File: src/rtl/div_pkg.sv
// Shared definitions for the non-restoring divider: FSM encoding, default
// operand width and the quotient reported on divide-by-zero.
package div_pkg;

  localparam int DIV_WIDTH_DEF = 16;

  // Sliced down to WIDTH bits by the divider; all ones at every legal width.
  localparam logic [63:0] DIV_ZERO_QUOT = '1;

  typedef enum logic [1:0] {
    ST_IDLE = 2'd0,
    ST_RUN  = 2'd1,
    ST_FIX  = 2'd2,
    ST_DONE = 2'd3
  } div_state_t;

endpackage

File: src/rtl/div_sign_fix.sv
// Conditional two's-complement negation of a value pair. Used both to take
// operand magnitudes and to apply result signs after the unsigned core.
module div_sign_fix #(
  parameter int WIDTH = 16
) (
  input  logic [WIDTH-1:0] i_a,
  input  logic [WIDTH-1:0] i_b,
  input  logic             i_neg_a,
  input  logic             i_neg_b,
  output logic [WIDTH-1:0] o_a,
  output logic [WIDTH-1:0] o_b
);

  assign o_a = i_neg_a ? (~i_a + 1'b1) : i_a;
  assign o_b = i_neg_b ? (~i_b + 1'b1) : i_b;

endmodule

File: src/rtl/div_nr_param.sv
// Multi-cycle non-restoring divider, signed or unsigned, one quotient bit per
// clock, truncating toward zero.
//
// state   | meaning
// IDLE    | waiting for start, results held
// RUN     | one non-restoring step per cycle, WIDTH cycles
// FIX     | restore negative remainder, apply signs, load outputs
// DONE    | done pulse; start here is accepted back-to-back
module div_nr_param
  import div_pkg::*;
#(
  parameter int WIDTH = DIV_WIDTH_DEF,
  parameter int CNT_W = $clog2(WIDTH + 1)
) (
  input  logic             clk,
  input  logic             rst,
  input  logic             start,
  input  logic             signed_mode,
  input  logic [WIDTH-1:0] dividend,
  input  logic [WIDTH-1:0] divisor,
  output logic             busy,
  output logic             done,
  output logic [WIDTH-1:0] quotient,
  output logic [WIDTH-1:0] remainder,
  output logic             div_by_zero,
  output logic             overflow
);

  localparam logic [WIDTH-1:0] MIN_VAL = {1'b1, {(WIDTH-1){1'b0}}};

  div_state_t       r_state;
  logic [WIDTH:0]   r_a;
  logic [WIDTH-1:0] r_q;
  logic [WIDTH-1:0] r_m;
  logic [WIDTH-1:0] r_dividend;
  logic [CNT_W-1:0] r_cnt;
  logic             r_neg_q;
  logic             r_neg_r;
  logic             r_dvz_pend;
  logic             r_ovf_pend;
  logic [WIDTH-1:0] r_quot;
  logic [WIDTH-1:0] r_rem;
  logic             r_dvz;
  logic             r_ovf;

  logic             w_accept;
  logic             w_neg_dd;
  logic             w_neg_dv;
  logic [WIDTH-1:0] w_abs_dd;
  logic [WIDTH-1:0] w_abs_dv;
  logic [WIDTH:0]   w_a_sh;
  logic [WIDTH:0]   w_a_step;
  logic [WIDTH:0]   w_a_restored;
  logic [WIDTH-1:0] w_fix_q;
  logic [WIDTH-1:0] w_fix_r;

  assign w_accept = start && (r_state == ST_IDLE || r_state == ST_DONE);
  assign w_neg_dd = signed_mode && dividend[WIDTH-1];
  assign w_neg_dv = signed_mode && divisor[WIDTH-1];

  // Magnitude of MIN wraps to MIN, which is the correct unsigned magnitude.
  div_sign_fix #(.WIDTH(WIDTH)) u_abs (
    .i_a     (dividend),
    .i_b     (divisor),
    .i_neg_a (w_neg_dd),
    .i_neg_b (w_neg_dv),
    .o_a     (w_abs_dd),
    .o_b     (w_abs_dv)
  );

  // Shifted value may wrap mod 2^(WIDTH+1); the post-add/sub result fits.
  assign w_a_sh       = {r_a[WIDTH-1:0], r_q[WIDTH-1]};
  assign w_a_step     = r_a[WIDTH] ? (w_a_sh + {1'b0, r_m}) : (w_a_sh - {1'b0, r_m});
  assign w_a_restored = r_a[WIDTH] ? (r_a + {1'b0, r_m}) : r_a;

  div_sign_fix #(.WIDTH(WIDTH)) u_fix (
    .i_a     (r_q),
    .i_b     (w_a_restored[WIDTH-1:0]),
    .i_neg_a (r_neg_q),
    .i_neg_b (r_neg_r),
    .o_a     (w_fix_q),
    .o_b     (w_fix_r)
  );

  always_ff @(posedge clk) begin
    if (rst) begin
      r_state    <= ST_IDLE;
      r_a        <= '0;
      r_q        <= '0;
      r_m        <= '0;
      r_dividend <= '0;
      r_cnt      <= '0;
      r_neg_q    <= 1'b0;
      r_neg_r    <= 1'b0;
      r_dvz_pend <= 1'b0;
      r_ovf_pend <= 1'b0;
      r_quot     <= '0;
      r_rem      <= '0;
      r_dvz      <= 1'b0;
      r_ovf      <= 1'b0;
    end else begin
      unique case (r_state)
        ST_IDLE, ST_DONE: begin
          if (w_accept) begin
            r_a        <= '0;
            r_q        <= w_abs_dd;
            r_m        <= w_abs_dv;
            r_dividend <= dividend;
            r_cnt      <= '0;
            r_neg_q    <= w_neg_dd ^ w_neg_dv;
            r_neg_r    <= w_neg_dd;
            r_dvz_pend <= (divisor == '0);
            r_ovf_pend <= signed_mode && (dividend == MIN_VAL) && (divisor == '1);
            r_dvz      <= 1'b0;
            r_ovf      <= 1'b0;
            r_state    <= (divisor == '0) ? ST_FIX : ST_RUN;
          end else begin
            r_state <= ST_IDLE;
          end
        end
        ST_RUN: begin
          r_a   <= w_a_step;
          r_q   <= {r_q[WIDTH-2:0], ~w_a_step[WIDTH]};
          r_cnt <= r_cnt + CNT_W'(1);
          if (r_cnt == CNT_W'(WIDTH - 1)) r_state <= ST_FIX;
        end
        ST_FIX: begin
          if (r_dvz_pend) begin
            r_quot <= DIV_ZERO_QUOT[WIDTH-1:0];
            r_rem  <= r_dividend;
          end else begin
            r_quot <= w_fix_q;
            r_rem  <= w_fix_r;
          end
          r_dvz   <= r_dvz_pend;
          r_ovf   <= r_ovf_pend;
          r_state <= ST_DONE;
        end
        default: r_state <= ST_IDLE;
      endcase
    end
  end

  assign busy        = (r_state == ST_RUN) || (r_state == ST_FIX);
  assign done        = (r_state == ST_DONE);
  assign quotient    = r_quot;
  assign remainder   = r_rem;
  assign div_by_zero = r_dvz;
  assign overflow    = r_ovf;

endmodule

File: config.mk
export PLATFORM = sky130hd
export DESIGN_NAME = div_nr_param
export DESIGN_NICKNAME = d
export VERILOG_FILES = /design/src/rtl/div_pkg.sv /design/src/rtl/div_sign_fix.sv /design/src/rtl/div_nr_param.sv
export SDC_FILE = /design/constraint.sdc
export NUM_CORES = 1
export LEC_CHECK = 0
export BUFFER_PORTS_ARGS = -buffer_cell sky130_fd_sc_hd__buf_2
export CAP_MARGIN = 25
export CELL_PAD_IN_SITES_DETAIL_PLACEMENT = 0
export CELL_PAD_IN_SITES_GLOBAL_PLACEMENT = 1
export CORE_MARGIN = 4
export CORE_UTILIZATION = 40
export DETAILED_ROUTE_END_ITERATION = 12
export PLACE_DENSITY_LB_ADDON = 0.1
export SLEW_MARGIN = 10
export SYNTH_ARGS = -nofsm -noshare
export SYNTH_HDL_FRONTEND = slang
export SYNTH_SLANG_ARGS = --single-unit
File: constraint.sdc
create_clock -name clk -period 7.6 [get_ports clk]
set_clock_uncertainty 0.1 [all_clocks]
set_input_delay 1.14 -clock clk [delete_from_list [all_inputs] [get_ports clk]]
set_output_delay 1.14 -clock clk [all_outputs]
set_load 0.005 [all_outputs]
Yosys cells after proc, flatten, opt, wreduce, memory -nomap -nowiden --
Index checks and enable logic that the tools add are counted.
Word-level totals: bits in registers 110, latch bits 0, bits in read-only memories 0, word-level logic and storage cells 72, memories 0, input bits 36, output and inout bits 36, bits in writable memories 0
Cells by class: bitwise gates (word level) 6, magnitude comparators 0, add/sub/neg operators 8, divide/modulo/power cells 0, multiply operators 0, muxes and demuxes 21, reduce and logical (&&, ||, !) cells 15, equal/unequal tests 8, shift-type cells 0
Operator list (count):
- $mux W16 | 8
- $add A16 B1 Y16 const B | 4
- $not A16 Y16 | 4
- $mux W17 | 2
- $pmux W17 S2 | 1
- $eq A16 B16 Y1 const B | 2
- $pmux W16 S2 | 1
- $add A17 B16 Y17 | 1
- $sub A17 B16 Y17 | 1
- $add A16 B16 Y16 | 1
- $logic_not A16 Y1 | 1
- $pmux W5 S2 | 1
- $mux W2 | 3
- $pmux W2 S3 | 1
- $reduce_and A2 Y1 | 3
- $add A5 B1 Y5 const B | 1
- $eq A5 B4 Y1 const B | 1
- $logic_and A1 B1 Y1 | 5
- $mux W5 | 1
- $eq A2 B2 Y1 const B | 2
- $ne A2 B2 Y1 const B | 2
- $pmux W1 S2 | 2
- $reduce_bool A2 Y1 | 2
- $eq A2 B1 Y1 const B | 1
- 6 further kinds | 7

Logic depth before layout (Yosys ltp) --
word-level depth 6, gate-level depth with buffers 17

Hierarchy --
A second synthesis with hierarchy kept.
Second synthesis, totals: cells, all modules 963, area, all modules 7502.2 um^2
By module, submodules not included:
- div_nr_param | cells an instance 789, area an instance 6261.0 um^2, instances 1, seq. area each 2202.1 um^2
- div_sign_fix (u_abs) | cells an instance 87, area an instance 623.1 um^2, instances 1, seq. area each 0.0 um^2
- div_sign_fix (u_fix) | cells an instance 87, area an instance 618.1 um^2, instances 1, seq. area each 0.0 um^2

Worst setup path after synthesis --
Ideal clock, no wire load.
kind reg2reg, start reg r_a[16], end reg r_a[14], clock period less this slack 3.777 ns, arrival time 3.549 ns, data required time 7.372 ns, path buffers 4, cell stages (with the launch flop) 18, setup time 0.128 ns, setup slack 3.823 ns, cell sequence dfxtp_1 clkbuf_1 buf_2 buf_1 clkbuf_1 nor2_1 xor2_1 ha_1 a21o_1 a21oi_1 o21bai_1 a21oi_1 o21bai_1 a211o_1 a211oi_1 nor2_1 a22oi_1 nor2_1
Between the ends: word-level cells in the longest chain between the ends 2
RTL lines:
- start: declaration | line div_nr_param.sv:32 | logic [WIDTH:0] r_a;
- start signal: assignment | line div_nr_param.sv:122 | r_a <= w_a_step;
- $mux W17 | line div_nr_param.sv:73 | assign w_a_step = r_a[WIDTH] ? (w_a_sh + {1'b0, r_m}) : (w_a_sh - {1'b0, r_m});
- $pmux W17 S2 | line div_nr_param.sv:102 | unique case (r_state)
Every way passes these cells. A chain may end at the register's enable or synchronous reset.

Worst setup path after layout --
start reg r_a[16], end reg r_rem[15] (netlist: remainder[15])
Between the ends: word-level cells in the longest chain between the ends 5
RTL lines:
- $mux W16 (*) | line div_nr_param.sv:74 | assign w_a_restored = r_a[WIDTH] ? (r_a + {1'b0, r_m}) : r_a;
- $not A16 Y16 | line div_sign_fix.sv:15 | assign o_b = i_neg_b ? (~i_b + 1'b1) : i_b;
- $add A16 B1 Y16 | line div_sign_fix.sv:15
- $mux W16 (*) | line div_sign_fix.sv:15
- $mux W16 (*) | line div_nr_param.sv:128 | if (r_dvz_pend) begin
- end signal: assignment | line div_nr_param.sv:130 | r_rem <= r_dividend;
- end signal: assignment | line div_nr_param.sv:133 | r_rem <= w_fix_r;
- end: declaration | line div_nr_param.sv:42 | logic [WIDTH-1:0] r_rem;
Mark *: on every way between the ends. The rest lies on a longest branch, timed or not.

==> results.md <==
* Ys flop type: dfxtp_1
* Latest clock arrival within the worst-skew pair at 0.37 ns
* Max cap viols at 0
* Routed via count at 6993
* CP max-delay cell: dfxtp_1
* Wirelength, routed at 22300 um
* Area delta synth->final at 11.2%
* H-tree levels at 3
* Comb pwr share at 0.532
* Worst r2r src: r_a[16]$_SDFFE_PP0P_
* Commonest non-fill, non-tap cells in the layout: nand2_1 (143), dfxtp_1 (110), nor2_1 (103)
* Flop2flop setup slack at 3.67 ns
* Met3 Usage GRT at 0.0413
* PostCTS Resize Cnt at 0
* R2R cell count at 10
* Met2 Use GR at 0.343
* Initial Util at 0.411
* P_leak at 3.51 nW
* Cells after Synth at 976
* Cell Rows at 49
* Detailed placement HPWL at 16400 um
* CP peak stage delay at 0.90 ns
* Net Count, Synth at 1056
* Routed len/inst at 17.9 um
* Layout cell share with drive strength beyond 1 at 0.116
* Setup TNS at 0 ns
* First-pass GRT wire length at 35800 um
* Setup violations, final at 0
* Worst endpoint data arrival time at 4.13 ns
* Worst VDD drop at 0.000137 V
* Register bit total from synthesis at 110
* ANT nets after route at 0
* Synth warnings at 0
* Core area at 18100 sq um
* Die area at 20900 sq um
* CP Cell Sequence: inv_1 > nor3_1 > o21ai_0 > nor3_1 > nand3_2 > or3_4 > o41ai_2 > xor3_1 > o211ai_1 > o211a_1
* GRT Overall Usage at 0.217
* Switching Fraction at 0.459
* GPL Wtd Cong at 0.843
* Async SR Flop Fraction at 0
* Root Buffer: clkbuf_16
* Clock Sinks at 110
* FMAX at 255 MHz
* Io pins at 72
* Largest net degree at the start of global routing at 58
* Worst min path class: reg2reg
* DR vias/cell at 5.61
* CP startpoint kind: flop
* Internal at 1.65 mW
* Total CTS buffers at 9
* CP startpoint: r_a[16]$_SDFFE_PP0P_
* Post-layout nets at 1093
* Net Sw Power at 1.40 mW
* Fin. max-slew vios at 0
* Chip Width at 144 um
* Hold slack at 0.352 ns
* Yosys cell types at 75
* Port Buffers at 71
* CP Capture Type: flop
* Pre-antenna DRT Iters at 4
* Height of the die at 144 um
* Hold_buf cts at 0
* Critical path endpoint: remainder[15]$_SDFFE_PP0P_
* Final Hold Vio Count at 0
* CTS tree: done
* Busiest grt layer: met2
* Grt total ovfl at 0
* Most common cell after layout, fill and taps aside: nand2_1
* Max_slew headroom at 0.308
* Final min period at 3.93 ns
* Place WS at 3.72 ns
* Post-synth EDFFs at 0
* CTS clk-pin slew, worst paths at 0.08 ns
* Setup Buffers After CTS at 0
* Slew @ Worst Pin at 1.03 ns
* Fill cells at 1919
* Critical path's most frequent cell: nor3_1
* Sequential element share of the synthesized area at 0.296
* CP Data Required Time at 7.80 ns
* Antenna diode count at 0
* Met1 Resource Use GR at 0.310
* Status: complete, no violations
* Synth Area per Inst at 7.63 sq um
* Vias in the first global route at 6628
* Antenna violations before repair at 0
* Clk pwr share at 0.168
* RSZ-0062 raised after global routing: no
* Setup slack after layout at 3.67 ns
* Final period utilization at 0.516
* Pwr per Cell Area at 368 nW/um^2
* Crit-path max FO at 22
* Worst-case clock buffer depth at 2
* Sequential Power Share at 0.300
* CP Class: reg2reg
* R2r endpoint: remainder[15]$_SDFFE_PP0P_
* DRC errors left at 0
* Cell area after synthesis at 7450 sq um
* Starting DRC count in detailed routing at 401
[worst max-delay path, delay by kind of cell (launching register included)]
family          cells  cell delay, ns
compound gates      4            0.79
xor+xnor            1            0.26
flops               1            0.90
buf+inv             1            0.60
simple gates        4            1.20
[how the worst min path moves through the flow]
stage / start / end / slack, ns / cells after the start
2_1_floorplan: r_dividend[1]$_SDFFE_PP0P_ / r_dividend[1]$_SDFFE_PP0P_ / 0.33 / 2
3_3_place_gp: r_dividend[1]$_SDFFE_PP0P_ / r_dividend[1]$_SDFFE_PP0P_ / 0.34 / 2
3_5_place_dp: r_dividend[1]$_SDFFE_PP0P_ / r_dividend[1]$_SDFFE_PP0P_ / 0.34 / 2
4_1_cts: r_dividend[1]$_SDFFE_PP0P_ / r_dividend[1]$_SDFFE_PP0P_ / 0.35 / 2
5_1_grt: r_dividend[0]$_SDFFE_PP0P_ / r_dividend[0]$_SDFFE_PP0P_ / 0.37 / 2
6_report: r_dividend[1]$_SDFFE_PP0P_ / r_dividend[1]$_SDFFE_PP0P_ / 0.35 / 2
[layout make-up]
| class | instances | area [sq um] | share of cell area |
|---|---|---|---|
| multi-input cells | 775 | 4910 | 0.592 |
| flip-flops and latches | 110 | 2200 | 0.266 |
| repair buffers | 80 | 433 | 0.0523 |
| well taps | 229 | 287 | 0.0346 |
| clock buffers | 9 | 225 | 0.0272 |
| inverters | 37 | 139 | 0.0168 |
| clock inverters | 7 | 88.8 | 0.0107 |
[cell families (layout without fill, tap and decap cells)]
group,after synthesis,count (layout),share of synthesized area
simple gates,382,382,0.232
compound gates,254,254,0.233
flops,110,110,0.296
buf+inv,91,133,0.0467
xor+xnor,81,81,0.0972
fa+ha+maj,44,44,0.0759
mux,14,14,0.0198
[power by group through the flow]
stage	Clock (mW)	Sequential, mW	Combinational, mW
detailed placement	0	0.922	1.62
global route	0.548	0.935	1.82
finish	0.512	0.912	1.62
CTS	0.529	0.910	1.63
floorplan	0	0.858	1.23
global placement	0	0.922	1.63
[registers in the layout, summed over array words and instances, names as in the netlist]
| signal | cells |
|---|---|
| r_dvz_pend | 1 |
| r_state | 2 |
| r_neg_q | 1 |
| r_dividend | 16 |
| r_neg_r | 1 |
| r_m | 16 |
| div_by_zero | 1 |
| r_ovf_pend | 1 |
| r_q | 16 |
| quotient | 16 |
| r_cnt | 5 |
| overflow | 1 |
| r_a | 17 |
| remainder | 16 |
[per-layer routing]
| layer | share of wire | wire length (um) |
|---|---|---|
| met3 | 0.046 | 1020 |
| met1 | 0.50 | 11100 |
| met5 | 0 | 0 |
| met2 | 0.44 | 9910 |
| met4 | 0.012 | 272 |
[synthesized netlist by cell type, types with 12 or more instances]
library cell / n / share of area
nand2_1: 143 / 0.072
dfxtp_1: 110 / 0.30
nor2_1: 103 / 0.052
a21oi_1: 71 / 0.048
clkbuf_1: 44 / 0.022
ha_1: 42 / 0.071
xnor2_1: 41 / 0.048
xor2_1: 39 / 0.046
nor3_1: 38 / 0.026
inv_1: 36 / 0.018
o21ai_0: 32 / 0.021
nand3_1: 26 / 0.017
a211oi_1: 18 / 0.018
a31oi_1: 18 / 0.015
a21o_1: 16 / 0.016
o22ai_1: 16 / 0.013
or3_1: 13 / 0.011
nand2b_1: 12 / 0.010
[per-stage QoR]
| step | util | std cells | cell area [sq um] | power, mW |
|---|---|---|---|---|
| after global placement | 0.438 | 1230 | 7950 | 2.55 |
| final | 0.456 | 1247 | 8280 | 3.05 |
| after floorplan | - | 976 | 7450 | 2.09 |
| after global routing | 0.456 | 1247 | 8280 | 3.30 |
| after detailed placement | 0.438 | 1230 | 7950 | 2.54 |
| after CTS | 0.455 | 1246 | 8270 | 3.07 |
Power figures use the tool's default switching activity.
